<file path="src/rtl/pipe_adder.sv">
// rtl/pipe_adder.sv - carry-pipelined adder, SEG bits per stage; PIPE_ADDER_SUB_EN adds a sub port
module pipe_adder #(
  parameter int WIDTH = 16,
  parameter int SEG   = 4
) (
  input  logic             clk,
  input  logic             rst,
  input  logic [WIDTH-1:0] x,
  input  logic [WIDTH-1:0] y,
  input  logic             cin,
`ifdef PIPE_ADDER_SUB_EN
  input  logic             sub,
`endif
  input  logic             in_valid,
  output logic             in_ready,
  output logic [WIDTH-1:0] sum,
  output logic             cout,
  output logic             ovf,
  output logic             out_valid,
  input  logic             out_ready
);

  localparam int STAGES = WIDTH / SEG;

  // The whole pipe moves as one: it only holds when the output slot is full and unread.
  logic adv;
  assign adv      = !out_valid || out_ready;
  assign in_ready = adv;

  // Subtraction is folded into the operands up front: x + ~y + 1.
  logic [WIDTH-1:0] y_eff;
  logic             cin_eff;
`ifdef PIPE_ADDER_SUB_EN
  assign y_eff   = sub ? ~y : y;
  assign cin_eff = sub ? 1'b1 : cin;
`else
  assign y_eff   = y;
  assign cin_eff = cin;
`endif

  // Stage k consumes the low SEG bits of its operand slice and forwards the rest,
  // so operand registers shrink and result registers grow down the pipe.
  for (genvar k = 0; k < STAGES; k++) begin : g_st
    localparam int REM = WIDTH - k * SEG;

    logic [REM-1:0]       a_in;
    logic [REM-1:0]       b_in;
    logic                 c_in;
    logic                 v_in;
    logic [SEG:0]         seg_sum;
    logic [(k+1)*SEG-1:0] s_d;
    logic                 v_q;
    logic                 c_q;
    logic [(k+1)*SEG-1:0] s_q;

    if (k == 0) begin : g_head
      assign a_in = x;
      assign b_in = y_eff;
      assign c_in = cin_eff;
      assign v_in = in_valid;
      assign s_d  = seg_sum[SEG-1:0];
    end else begin : g_body
      assign a_in = g_st[k-1].g_fwd.a_q;
      assign b_in = g_st[k-1].g_fwd.b_q;
      assign c_in = g_st[k-1].c_q;
      assign v_in = g_st[k-1].v_q;
      assign s_d  = {seg_sum[SEG-1:0], g_st[k-1].s_q};
    end

    assign seg_sum = {1'b0, a_in[SEG-1:0]} + {1'b0, b_in[SEG-1:0]} + {{SEG{1'b0}}, c_in};

    // Slot valid, segment carry and accumulated low result bits.
    always_ff @(posedge clk or posedge rst) begin
      if (rst) begin
        v_q <= 1'b0;
        c_q <= 1'b0;
        s_q <= '0;
      end else if (adv) begin
        v_q <= v_in;
        c_q <= seg_sum[SEG];
        s_q <= s_d;
      end
    end

    if (REM > SEG) begin : g_fwd
      logic [REM-SEG-1:0] a_q;
      logic [REM-SEG-1:0] b_q;

      // Operand bits not yet added travel alongside their own carry.
      always_ff @(posedge clk or posedge rst) begin
        if (rst) begin
          a_q <= '0;
          b_q <= '0;
        end else if (adv) begin
          a_q <= a_in[REM-1:SEG];
          b_q <= b_in[REM-1:SEG];
        end
      end
    end

    if (k == STAGES - 1) begin : g_tail
      logic ovf_d;
      logic ovf_q;

      // Carry into the MSB is recovered as s ^ a ^ b at the MSB position.
      assign ovf_d = seg_sum[SEG] ^ seg_sum[SEG-1] ^ a_in[SEG-1] ^ b_in[SEG-1];

      // Signed overflow is registered with the final segment.
      always_ff @(posedge clk or posedge rst) begin
        if (rst) begin
          ovf_q <= 1'b0;
        end else if (adv) begin
          ovf_q <= ovf_d;
        end
      end
    end
  end

  assign sum       = g_st[STAGES-1].s_q;
  assign cout      = g_st[STAGES-1].c_q;
  assign out_valid = g_st[STAGES-1].v_q;
  assign ovf       = g_st[STAGES-1].g_tail.ovf_q;

endmodule

</file>
<file path="config.mk">
export PLATFORM = sky130hd
export DESIGN_NAME = pipe_adder
export DESIGN_NICKNAME = d
export VERILOG_FILES = /design/src/rtl/pipe_adder.sv
export SDC_FILE = /design/constraint.sdc
export NUM_CORES = 1
export LEC_CHECK = 0
export CAP_MARGIN = 20
export CELL_PAD_IN_SITES_DETAIL_PLACEMENT = 1
export CELL_PAD_IN_SITES_GLOBAL_PLACEMENT = 1
export CORE_UTILIZATION = 40
export CTS_BUF_LIST = sky130_fd_sc_hd__clkbuf_8
export CTS_CLUSTER_DIAMETER = 100
export DETAILED_ROUTE_END_ITERATION = 8
export PLACE_DENSITY_LB_ADDON = 0.1
export SYNTH_ARGS = -nofsm -noshare
export SYNTH_HDL_FRONTEND = slang
export SYNTH_SLANG_ARGS = --single-unit
</file>
<file path="constraint.sdc">
create_clock -name clk -period 7.74 [get_ports clk]
set_clock_uncertainty 0.05 [all_clocks]
set_input_delay 0.774 -clock clk [delete_from_list [all_inputs] [get_ports clk]]
set_output_delay 0.774 -clock clk [all_outputs]
set_load 0.05 [all_outputs]
</file>
==> reports/results.txt <==
Total grt overflow - 0
Mean Syn Cell Area - 9.21 um^2
Finished Cell Area - 5020 um^2
Routed Antenna Nets - 0
CP endpoint kind - output port
HP Class - reg2reg
Hold path depth - 2
# setup viols final - 0
Status - complete, no violations
Fmax - 266 MHz
Seq/Total Area, Yosys - 0.580
Reg2reg setup slack - 5.36 ns
Iteration-0 DRC Markers - 89
Final net count - 560
Core area - 9950 um^2
Top-Level Pins - 57
Min-delay src - g_st[2].v_q
Yosys reg bits - 97
Minimum clock period - 3.77 ns
WHS Endpoint - g_st[2].v_q
Port Buf Inserts - 56
Syn nets - 511
DRC viols - 0
Setup_tns - 0 ns
FP Rows - 36
Via Count - 2984
Drt pass-1 iters - 4
Pre-CTS WS - 3.96 ns
Final non-filler cell total - 639
Leading cell type in the layout, fill and taps excluded - nand2_1
FF-to-FF End - g_st[2].s_q[10]
Share of cells above drive strength 1 - 0.0455
Crit path launch type - input port
Worst Reg2Reg Path Length in Cells - 6
Yosys cell types - 34
Final setup margin - 3.97 ns
Fillcell total - 1156
Register area - 2430 um^2
Post-CTS Setup Repair Bufs - 0
VDD IR max - 243 uV
CTS clk-pin slew, worst paths - 0.08 ns
Max-slew violations - 0
Die area - 10900 um^2
Antenna violations before repair - 0
Hold slack - 0.415 ns
Placed wire-length estimate - 5350 um
Max-cap violations - 0
Chip Width - 104 um
Avg WL per Cell - 12.7 um
Clk sink count - 97
TritonCTS buffer count - 9
Dpl cells - 625
Post-Route Utilization - 0.504
CTS tree - built
CP Max Fanout - 91
Critical path origin - out_ready
Die Y - 104 um
Worst-Margin Slew - 1.01 ns
Post-Syn Instances - 454
Area of the multi-input gates - 1590 um^2
Power Dens Cells - 410 nW/um^2
Placer Congestion - 0.700
Fin crit share - 0.486
Cts repair resizes - 0
Clock Path Buffers - 2
Worst slew margin - 0.325
Routed wire length - 8130 um
Hold buffers post-CTS - 0
Req. time, crit path - 6.92 ns
Largest net degree at the start of global routing - 104
Power, Total - 2.06 mW
Final hold vios - 0
Yosys warns - 0
Mapped cell area - 4180 um^2
Clock root buffer - clkbuf_8
Cell Area, Placed - 4830 um^2
GR Util All Layers - 0.164
R2r startpoint - out_valid
Vias in the first global route - 3080
Via density - 4.67
H-Tree Depth - 3
N_diodes - 0
RSZ-0062 raised after global routing - no
LEAKAGE - 2.54 nW
Initial core utilization - 0.420
First-pass GRT wire length - 14200 um
Kind of critical path - in2out
Skew-Pair Late Insertion Delay - 0.35 ns
Area grow syn2layout - 20.0%
Most frequent cells in the layout - nand2_1 (232), dfrtp_1 (97), clkdlybuf4s50_1 (56), inv_1 (15), o21ai_0 (15)
CP arrival - 2.94 ns
## where the power goes
part / internal, mW / switching, mW
Clock: 0.153 / 0.162
Combinational: 0.340 / 0.549
Sequential: 0.728 / 0.126
## cells by family (layout without fill, tap and decap cells)
group | Yosys count | in the layout | share of synthesized area
adder cells (fa/ha/maj) | 20 | 20 | 0.0742
XOR/XNOR | 5 | 5 | 0.0105
flip-flops | 97 | 97 | 0.580
buffers and inverters | 37 | 89 | 0.0404
AND/OR/NAND/NOR | 255 | 255 | 0.237
AO/OA/AOI/OAI | 40 | 40 | 0.0580
## layout make-up
cell class                      instances  share of cell area
Clock buffer                           10              0.0274
Tap cell                              133              0.0332
Clock inverter                          4             0.00922
Multi-Input combinational cell        320               0.318
Inverter                               16              0.0127
Sequential cell                        97               0.484
Timing Repair Buffer                   59               0.116
## worst max-delay path by stage
stage / endpoint / slack, ns / depth (start not counted)
floorplan: cout / 4.38 / 1
global placement: in_ready / 3.97 / 5
detailed placement: in_ready / 3.96 / 5
CTS: in_ready / 3.94 / 5
global route: in_ready / 3.80 / 5
finish: in_ready / 3.97 / 5
## registers in the layout, summed over array words and instances, names as in the netlist
register        count
sum                16
g_st.s_q           24
g_st.v_q            3
cout                1
out_valid           1
g_st.g_fwd.a_q     24
g_st.g_fwd.b_q     24
ovf                 1
g_st.c_q            3
## worst max-delay path: stages
cell and delay (ns):
clkdlybuf4s50_1 0.44, nor2b_4 0.11, buf_4 0.70, clkinv_2 0.15
clkdlybuf4s50_1 0.74
## metal layers
metal,track usage,share of wire,vias to the layer above,routed length [um]
met5,0,0,-,0
li1,-,-,1496,-
met1,0.209,0.46,1436,3750
met3,0.0244,0.024,9,199
met2,0.272,0.50,43,4030
met4,0.0796,0.019,0,157
## cells in the mapped netlist (all sizes together)
cell | instances | area [um^2]
nor3b | 1 | 7.51
nor2b | 5 | 31.3
a211oi | 2 | 20.0
a21oi | 11 | 55.1
a21boi | 1 | 7.51
dfrtp | 97 | 2430
nand2 | 232 | 871
o21ai | 17 | 85.1
a31oi | 1 | 6.26
and3 | 1 | 6.26
inv | 16 | 60.1
o31ai | 2 | 20.0
o211a | 1 | 10.0
a21o | 2 | 15.0
buf | 14 | 82.6
clkbuf | 7 | 26.3
nand2b | 1 | 6.26
nand3 | 1 | 5.00
fa | 8 | 160
a31o | 1 | 8.76
xor2 | 4 | 35.0
and2 | 1 | 6.26
or3b | 1 | 11.3
nor2 | 12 | 45.0
xnor2 | 1 | 8.76
ha | 12 | 150
a22oi | 1 | 7.51
o21bai | 1 | 7.51
(Power assumes the default switching activity.)
